`config.mk`:
```
export PLATFORM = sky130hd
export DESIGN_NAME = bd_rx_frame_buffer
export DESIGN_NICKNAME = d
export VERILOG_FILES = /design/src/rtl/bd_pkg.sv /design/src/rtl/bd_rx_fifo_mem.sv /design/src/rtl/bd_rx_frame_buffer.sv
export SDC_FILE = /design/constraint.sdc
export NUM_CORES = 1
export LEC_CHECK = 0
export CORE_MARGIN = 3
export CORE_UTILIZATION = 46
export CTS_CLUSTER_SIZE = 10
export DETAILED_ROUTE_END_ITERATION = 12
export HOLD_SLACK_MARGIN = 0.15
export PLACE_DENSITY = 0.74
export SKIP_CTS_REPAIR_TIMING = 1
export SYNTH_ARGS = -nofsm -noshare
export SYNTH_HDL_FRONTEND = slang
export SYNTH_SLANG_ARGS = --single-unit
```
`constraint.sdc`:
```
create_clock -name G_CLK_RX -period 5.1 [get_ports G_CLK_RX]
set_input_delay 1.02 -clock G_CLK_RX [delete_from_list [all_inputs] [get_ports G_CLK_RX]]
set_output_delay 1.02 -clock G_CLK_RX [all_outputs]
set_load 0.02 [all_outputs]
```
`src/rtl/bd_pkg.sv`:
```
// Shared types and constants for the BD receive path.
// Imported by the frame buffer and its storage array.
package bd_pkg;

   typedef enum logic [1:0] {
      IDLE,
      RECV,
      DROP
   } bd_rx_state_e;

   localparam int BD_RX_DEPTH_DEF = 16;

   typedef logic [7:0] bd_byte_t;

endpackage

```
`src/rtl/bd_rx_fifo_mem.sv`:
```
// Frame buffer storage: DEPTH x {last, data}.
// Registered write port, asynchronous read port.
module bd_rx_fifo_mem
   import bd_pkg::*;
#(
   parameter int DEPTH = BD_RX_DEPTH_DEF,
   localparam int AW = $clog2(DEPTH)
) (
   input  logic          clk,
   input  logic          we,
   input  logic [AW-1:0] waddr,
   input  logic [8:0]    wdata,
   input  logic [AW-1:0] raddr,
   output logic [8:0]    rdata
);

   logic [8:0] mem [DEPTH];

   // write port; contents need no reset since reads are gated by valid
   always_ff @(posedge clk) begin
      if (we) mem[waddr] <= wdata;
   end

   assign rdata = mem[raddr];

endmodule

```
`src/rtl/bd_rx_frame_buffer.sv`:
```
// Receive frame buffer: only whole, valid frames reach the host.
// Optional checksum check enabled by BD_RX_CHECKSUM_EN.
module bd_rx_frame_buffer
   import bd_pkg::*;
#(
   parameter int DEPTH = BD_RX_DEPTH_DEF,
   localparam int AW = $clog2(DEPTH),
   localparam int PW = AW + 1
) (
   input  logic          G_CLK_RX,
   input  logic          G_RST_RX_N,
   input  bd_byte_t      dec_data,
   input  logic          dec_valid,
   input  logic          dec_last,
   output bd_byte_t      m_data,
   output logic          m_last,
   output logic          m_valid,
   input  logic          m_ready,
   output logic [PW-1:0] frame_cnt,
   output logic          int_rx_host,
   output logic          ovf_flag,
`ifdef BD_RX_CHECKSUM_EN
   output logic          crc_err_flag,
`endif
   input  logic          flag_clr
);

   bd_rx_state_e  state, state_n;
   logic [PW-1:0] wptr, wptr_n;
   logic [PW-1:0] wcommit, rptr;
   logic [PW-1:0] fstart, fstart_n;
   logic          full, pop, pop_last;
   logic          we, commit, ovf_set;
   logic [8:0]    head;
`ifdef BD_RX_CHECKSUM_EN
   bd_byte_t      sum_q, sum_n, sum_all;
   logic [PW-1:0] start;
   logic          crc_set;
`endif

   assign full     = (wptr - rptr) == PW'(DEPTH);
   assign m_valid  = rptr != wcommit;
   assign pop      = m_valid & m_ready;
   assign pop_last = pop & head[8];
   assign m_data   = m_valid ? head[7:0] : 8'h00;
   assign m_last   = m_valid & head[8];

   bd_rx_fifo_mem #(.DEPTH(DEPTH)) u_mem (
      .clk   (G_CLK_RX),
      .we    (we),
      .waddr (wptr[AW-1:0]),
      .wdata ({dec_last, dec_data}),
      .raddr (rptr[AW-1:0]),
      .rdata (head)
   );

   // write FSM state and frame bookkeeping registers
   always_ff @(posedge G_CLK_RX or negedge G_RST_RX_N) begin
      if (!G_RST_RX_N) begin
         state  <= IDLE;
         wptr   <= '0;
         fstart <= '0;
`ifdef BD_RX_CHECKSUM_EN
         sum_q  <= '0;
`endif
      end else begin
         state  <= state_n;
         wptr   <= wptr_n;
         fstart <= fstart_n;
`ifdef BD_RX_CHECKSUM_EN
         sum_q  <= sum_n;
`endif
      end
   end

   // next-state: store, commit or discard the incoming byte
   always_comb begin
      state_n  = state;
      wptr_n   = wptr;
      fstart_n = fstart;
      we       = 1'b0;
      commit   = 1'b0;
      ovf_set  = 1'b0;
`ifdef BD_RX_CHECKSUM_EN
      crc_set  = 1'b0;
      sum_n    = sum_q;
      sum_all  = (state == IDLE) ? dec_data : bd_byte_t'(sum_q + dec_data);
      start    = (state == IDLE) ? wptr : fstart;
`endif
      if (dec_valid) begin
         unique case (state)
            IDLE, RECV: begin
               if (full) begin
                  ovf_set = 1'b1;
                  wptr_n  = (state == IDLE) ? wptr : fstart;
                  state_n = dec_last ? IDLE : DROP;
               end else begin
                  we     = 1'b1;
                  wptr_n = wptr + PW'(1);
                  if (state == IDLE) fstart_n = wptr;
`ifdef BD_RX_CHECKSUM_EN
                  sum_n  = sum_all;
`endif
                  if (dec_last) begin
                     state_n = IDLE;
`ifdef BD_RX_CHECKSUM_EN
                     if (sum_all == 8'h00) begin
                        commit = 1'b1;
                     end else begin
                        crc_set = 1'b1;
                        wptr_n  = start;
                     end
`else
                     commit = 1'b1;
`endif
                  end else begin
                     state_n = RECV;
                  end
               end
            end
            DROP: begin
               if (dec_last) state_n = IDLE;
            end
            default: state_n = IDLE;
         endcase
      end
   end

   // commit pointer, read pointer and frame count
   always_ff @(posedge G_CLK_RX or negedge G_RST_RX_N) begin
      if (!G_RST_RX_N) begin
         wcommit   <= '0;
         rptr      <= '0;
         frame_cnt <= '0;
      end else begin
         if (commit) wcommit <= wptr + PW'(1);
         if (pop) rptr <= rptr + PW'(1);
         if (commit && !pop_last) frame_cnt <= frame_cnt + PW'(1);
         else if (!commit && pop_last) frame_cnt <= frame_cnt - PW'(1);
      end
   end

   // host interrupt and sticky flags; a new set beats a clear
   always_ff @(posedge G_CLK_RX or negedge G_RST_RX_N) begin
      if (!G_RST_RX_N) begin
         int_rx_host  <= 1'b0;
         ovf_flag     <= 1'b0;
`ifdef BD_RX_CHECKSUM_EN
         crc_err_flag <= 1'b0;
`endif
      end else begin
         int_rx_host <= frame_cnt != '0;
         if (ovf_set) ovf_flag <= 1'b1;
         else if (flag_clr) ovf_flag <= 1'b0;
`ifdef BD_RX_CHECKSUM_EN
         if (crc_set) crc_err_flag <= 1'b1;
         else if (flag_clr) crc_err_flag <= 1'b0;
`endif
      end
   end

endmodule

```
==> results of run 1 <==
==> sequential cells by signal, indices dropped and copies added, names as in the netlist <==
| signal | count |
|---|---|
| wptr | 5 |
| int_rx_host | 1 |
| ovf_flag | 1 |
| rptr | 5 |
| u_mem.mem | 144 |
| state | 2 |
| wcommit | 5 |
| fstart | 5 |
| frame_cnt | 5 |
==> layout by cell type (no fill, tap or decap), drive strengths merged, types with 11 or more instances in the layout <==
cell type      netlist  final
mux2                11     11
nor2                17     17
clkbuf               9     18
buf                 11     13
and3                11     11
dfrtp               29     29
edfxtp             144    144
ha                  14     14
xnor2               12     12
nand2               37     37
inv                 11     17
mux4                36     36
clkdlybuf4s50        0     30
nand3               12     12
==> power by group <==
| group | internal, W | switching (W) |
|---|---|---|
| clock | 0.000781 | 0.000543 |
| combinational | 0.000908 | 0.000971 |
| sequential | 0.00176 | 0.000209 |
| total | 0.00345 | 0.00172 |
==> critical path, delay by kind of cell (launching register included) <==
family	cells	cell delay (ns)
AND/OR/NAND/NOR	2	0.23
buffers and inverters	2	1.11
multiplexers	1	0.28
AO/OA/AOI/OAI	1	0.35
flip-flops	1	0.75
==> cell type report <==
class	count	area share, %
Clock buffer	18	5.06
Clock inverter	14	2.14
Inverter	12	0.531
Multi-Input combinational cell	226	24.9
Sequential cell	173	59.6
Tap cell	211	3.11
Timing Repair Buffer	43	4.69
==> stage by stage <==
stage / instance area, um2 / worst slack (ns) / hold slack, ns / power [W]
CTS: 8480 / 0.834 / 0.503 / 0.00523
floorplan: 7310 / 1.49 / 0.473 / 0.00327
global route: 8480 / 0.671 / 0.519 / 0.00547
detailed placement: 7870 / 0.969 / 0.494 / 0.00389
global placement: 7870 / 1.16 / 0.490 / 0.00385
finish: 8480 / 0.916 / 0.497 / 0.00518
==> kinds of logic (layout without fill, tap and decap cells) <==
group | count (synthesis) | in the layout | share of synthesized area, %
xor gates and xnor gates | 18 | 18 | 2.16
muxes | 56 | 56 | 14.3
AOI/OAI and AO/OA | 36 | 36 | 3.27
adders and majority gates | 15 | 15 | 2.67
DFF | 173 | 173 | 69.1
buffers and inverters | 32 | 87 | 2.02
and+or+nand+nor | 101 | 101 | 6.49
==> worst max path at each step <==
stage                                    from                  endpoint  slack [ns]  cells past startpoint
after floorplan           rptr[2]$_DFFE_PN0P_  frame_cnt[4]$_DFFE_PN0P_        1.49                     16
after global placement    rptr[2]$_DFFE_PN0P_  frame_cnt[4]$_DFFE_PN0P_        1.16                     15
after detailed placement  rptr[2]$_DFFE_PN0P_  frame_cnt[4]$_DFFE_PN0P_        0.97                     15
after CTS                 rptr[0]$_DFFE_PN0P_                 m_data[4]        0.83                      6
after global routing      rptr[2]$_DFFE_PN0P_  frame_cnt[4]$_DFFE_PN0P_        0.67                     15
final                     rptr[0]$_DFFE_PN0P_                 m_data[4]        0.92                      6
==> metal layers <==
metal / GRT usage [%] / up-vias
met5: 0 / -
met4: 7.47 / 0
met3: 4.47 / 19
met2: 27.9 / 99
met1: 21.7 / 1989
li1: - / 1763
==> results.sh, run 1 <==
export IMPL_synth_ff_type="edfxtp_1"
export IMPL_fin_util_pct=55.2
export IMPL_setup_worst_path_end_class="output port"
export IMPL_routed_top_layer="met4"
export IMPL_fin_crit_sh_pct=82.0
export IMPL_postSynth_asyncResetShare_pct=16.8
export IMPL_synth_area_per_cell_um2=17.0
export IMPL_num_fill_cells=1188
export IMPL_initial_core_util_pct=47.5
export IMPL_yosysWarningCount=0
export IMPL_mappedNetlistNets=460
export IMPL_core_mm2=0.0154
export IMPL_min_path_cells=1
export IMPL_tns_ns=0
export IMPL_synth_seq_cells=173
export IMPL_grt_max_degree=32
export IMPL_synth_edf_count=144
export IMPL_clock_sinks=173
export IMPL_min_path_type="flip-flop to flip-flop"
export IMPL_cts_tree="done"
export IMPL_track_usage_pct=17.1
export IMPL_power_density_mw_per_mm2=611
export IMPL_synth_cells=431
export IMPL_drc=0
export IMPL_clk_pin_slew_worst_paths_ns=0.07
export IMPL_gp_congestion=0.769
export IMPL_wl_met2_um=7130
export IMPL_min_from="frame_cnt[4]$_DFFE_PN0P_"
export IMPL_drt_total_wl_um=13900
export IMPL_drtPass1Iterations=5
export IMPL_io_buffers=30
export IMPL_reg2regPathDepth=15
export IMPL_boundaryPins=31
export IMPL_die_h_um=132
export IMPL_arrival_ns=3.16
export IMPL_multi_input_area_mm2=0.00211
export IMPL_p_leak_nw=2.96
export IMPL_synth_cell_type_count=39
export IMPL_worstSetupPathType="flip-flop to output port"
export IMPL_ys_seq_area_share_pct=69.1
export IMPL_area_delta_synth_final_pct=16.0
export IMPL_r2r_end="frame_cnt[4]$_DFFE_PN0P_"
export IMPL_die_w_um=132
export IMPL_crit_path_start_kind="flip-flop"
export IMPL_dp_cells=665
export IMPL_hold_viol=0
export IMPL_grt_pass1_wl_um=22300
export IMPL_drive_gt1_share_pct=19.1
export IMPL_fin_nets=502
export IMPL_peakVddDrop_mv=0.523
export IMPL_die_area_mm2=0.0174
export IMPL_hold_end="frame_cnt[4]$_DFFE_PN0P_"
export IMPL_slowest_delay_ns=0.75
export IMPL_rows=45
export IMPL_cts_buffers=17
export IMPL_grt_pass1_vias=4034
export IMPL_setup_viol=0
export IMPL_antenna_found_initial=0
export IMPL_via_per_inst=5.55
export IMPL_regArea_mm2=0.00505
export IMPL_fmax_mhz=239
export IMPL_synth_area_leaders="edfxtp_1 59%, mux4_2 11%, dfrtp_1 9.9%, ha_1 2.4%, nand2_1 1.9%"
export IMPL_synth_top_area_share_pct=59.2
export IMPL_yosys_area_top_type="edfxtp_1"
export IMPL_root_buffer="clkbuf_16"
export IMPL_postRouteAntennaNets=0
export IMPL_instances_no_fill=697
export IMPL_drtIter0Drc=258
export IMPL_cp_required_ns=4.08
export IMPL_cts_buffer_depth=2
export IMPL_fin_worst_skew_ns=0.0108
export IMPL_worstSkewPairLatency_ns=0.43
export IMPL_rsz0062_at_grt="false"
export IMPL_drv_cap=0
export IMPL_hpwlAfterDp_um=9120
export IMPL_overflow=0
export IMPL_wl_met3_um=736
export IMPL_status="complete, no violations"
export IMPL_worstPathMaxFanout=19
export IMPL_worst_pin_slew_ns=1.15
export IMPL_slowest_stage="dfrtp_2"
export IMPL_final_min_clock_period_ns=4.18
export IMPL_report_final_slew_viol_count=0
export IMPL_wl_per_cell_um=20.0
export IMPL_drt_met1_wl_um=5790
export IMPL_antenna_cells=0
export IMPL_synth_common_cells="144 x edfxtp_1, 37 x nand2_1, 36 x mux4_2"
export IMPL_synth_most_common_cell="edfxtp_1"
export IMPL_syn_area_mm2=0.00731
export IMPL_htree_levels=4
export IMPL_timing_reg2reg_setup_slack_ns=0.97
export IMPL_max_slew_margin_pct=22.8
export IMPL_worstPathCellList="buf_4 > mux4_2 > nand2_1 > and3_1 > a211oi_1 > clkdlybuf4s50_1"
export IMPL_vias=3870
export IMPL_r2r_start="rptr[2]$_DFFE_PN0P_"
(Power assumes the default switching activity.)
==> inputs of run 2 (changes only) <==
==> constraint.sdc (replaced) <==
create_clock -name G_CLK_RX -period 3.9 [get_ports G_CLK_RX]
set_input_delay 0.78 -clock G_CLK_RX [delete_from_list [all_inputs] [get_ports G_CLK_RX]]
set_output_delay 0.78 -clock G_CLK_RX [all_outputs]
set_load 0.02 [all_outputs]
==> run 2 against run 1 <==
Sequential share of layout area shrank 0.94 points. Critical path depth unchanged. Clock power rose by 32%. Clock-buffer cell count decreased by 1. Design area increased by 1.6%. Sequential power rose by 27%. Worst setup slack worse by 0.64 ns. Critical path type unchanged. Largest cell class unchanged. Largest power group is now combinational cells. Highest routed layer unchanged.
==> results.sh, run 2 (synthesized netlist as in run 1, its figures left out) <==
export IMPL_status="complete, no violations"
export IMPL_fin_crit_sh_pct=93.0
export IMPL_drive_gt1_share_pct=21.6
export IMPL_min_from="frame_cnt[4]$_DFFE_PN0P_"
export IMPL_wl_per_cell_um=20.6
export IMPL_fmax_mhz=276
export IMPL_fin_worst_skew_ns=0.00874
export IMPL_rows=45
export IMPL_cp_required_ns=3.12
export IMPL_postRouteAntennaNets=0
export IMPL_cts_buffer_depth=2
export IMPL_cts_buffers=17
export IMPL_multi_input_area_mm2=0.00211
export IMPL_die_h_um=132
export IMPL_drt_total_wl_um=14700
export IMPL_instances_no_fill=712
export IMPL_setup_worst_path_end_class="output port"
export IMPL_antenna_found_initial=0
export IMPL_crit_path_start_kind="flip-flop"
export IMPL_rsz0062_at_grt="false"
export IMPL_clock_sinks=173
export IMPL_p_leak_nw=3.05
export IMPL_gp_congestion=0.862
export IMPL_wl_met3_um=905
export IMPL_drv_cap=0
export IMPL_worstPathCellList="buf_4 > mux4_2 > nand2_1 > and3_1 > a211oi_1 > clkdlybuf4s50_1"
export IMPL_worstSetupPathType="flip-flop to output port"
export IMPL_grt_max_degree=32
export IMPL_tns_ns=0
export IMPL_startpoint="rptr[0]$_DFFE_PN0P_"
export IMPL_grt_pass1_vias=4213
export IMPL_report_final_slew_viol_count=0
export IMPL_worst_pin_slew_ns=1.09
export IMPL_hold_viol=0
export IMPL_drtIter0Drc=258
export IMPL_final_cell_mix="144 x edfxtp_1, 37 x nand2_1, 36 x mux4_2"
export IMPL_slowest_delay_ns=0.69
export IMPL_core_mm2=0.0154
export IMPL_area_delta_synth_final_pct=17.9
export IMPL_layout_commonest_cell="edfxtp_1"
export IMPL_fin_nets=518
export IMPL_drt_met1_wl_um=5940
export IMPL_arrival_ns=2.85
export IMPL_grt_pass1_wl_um=23700
export IMPL_dp_cells=681
export IMPL_num_fill_cells=1177
export IMPL_htree_levels=4
export IMPL_wl_met2_um=7650
export IMPL_overflow=0
export IMPL_drtPass1Iterations=4
export IMPL_min_path_type="flip-flop to flip-flop"
export IMPL_track_usage_pct=18.0
export IMPL_regArea_mm2=0.00505
export IMPL_worstPathMaxFanout=12
export IMPL_max_slew_margin_pct=26.8
export IMPL_setup_viol=0
export IMPL_io_buffers=30
export IMPL_power_density_mw_per_mm2=798
export IMPL_timing_reg2reg_setup_slack_ns=0.47
export IMPL_worstSkewPairLatency_ns=0.43
export IMPL_cts_tree="done"
export IMPL_via_per_inst=5.54
export IMPL_initial_core_util_pct=47.5
export IMPL_routed_top_layer="met4"
export IMPL_r2r_start="rptr[0]$_DFFE_PN0P_"
export IMPL_antenna_cells=0
export IMPL_largest_reg_flops=144
export IMPL_vias=3946
export IMPL_final_min_clock_period_ns=3.63
export IMPL_boundaryPins=31
export IMPL_largest_register="u_mem.mem"
export IMPL_drc=0
export IMPL_clk_pin_slew_worst_paths_ns=0.07
export IMPL_root_buffer="clkbuf_16"
export IMPL_slowest_stage="clkdlybuf4s50_1"
export IMPL_hpwlAfterDp_um=9780
export IMPL_peakVddDrop_mv=0.528
export IMPL_die_w_um=132
export IMPL_die_area_mm2=0.0174
==> run 2: per-layer routing <==
layer | global-route usage (%) | vias up
met2 | 30.2 | 129
met3 | 5.00 | 18
li1 | - | 1789
met4 | 5.54 | 0
met1 | 23.1 | 2010
met5 | 0 | -
==> run 2: critical path, delay by kind of cell, from the launching register on <==
family | cells | cell delay, ns
AOI/OAI and AO/OA | 1 | 0.35
and+or+nand+nor | 2 | 0.22
DFF | 1 | 0.55
muxes | 1 | 0.35
buffers and inverters | 2 | 0.94
==> run 2: area by class of cell <==
| type | instances | area share (%) |
|---|---|---|
| multi-input cells | 226 | 24.5 |
| flip-flops and latches | 173 | 58.6 |
| well taps | 211 | 3.06 |
| inverters | 12 | 0.523 |
| clock buffers | 17 | 4.94 |
| repair buffers | 59 | 6.16 |
| clock inverters | 14 | 2.19 |
==> run 2: report_power, final <==
part           leakage (nW)  switching [W]  internal [W]  total [W]
clock                 0.298       0.000721       0.00102    0.00174
sequential             1.65       0.000191       0.00231    0.00250
combinational          1.11        0.00137       0.00126    0.00263
total                  3.05        0.00228       0.00459    0.00687
==> run 2: path summary, 6_finish.rpt <==
kind | end | cells past startpoint
setup / recovery | m_data[3] | 6
hold / removal | frame_cnt[4]$_DFFE_PN0P_ | 1
setup reg to reg | frame_cnt[4]$_DFFE_PN0P_ | 13
hold reg to reg | frame_cnt[4]$_DFFE_PN0P_ | 1
max in group asynchronous | rptr[0]$_DFFE_PN0P_ | 1
min in group asynchronous | frame_cnt[1]$_DFFE_PN0P_ | 1
==> run 2: through the flow <==
step / instance area, um2 / util, % / setup WS (ns) / power, W / hold WS [ns]
6_report: 8610 / 56.0 / 0.275 / 0.00687 / 0.503
5_1_grt: 8610 / 56.0 / 0.0768 / 0.00725 / 0.525
4_1_cts: 8610 / 56.0 / 0.219 / 0.00694 / 0.507
3_5_place_dp: 8000 / 52.0 / 0.258 / 0.00518 / 0.493
3_3_place_gp: 8000 / 52.0 / 0.314 / 0.00512 / 0.488
2_1_floorplan: 7310 / - / 0.290 / 0.00428 / 0.473
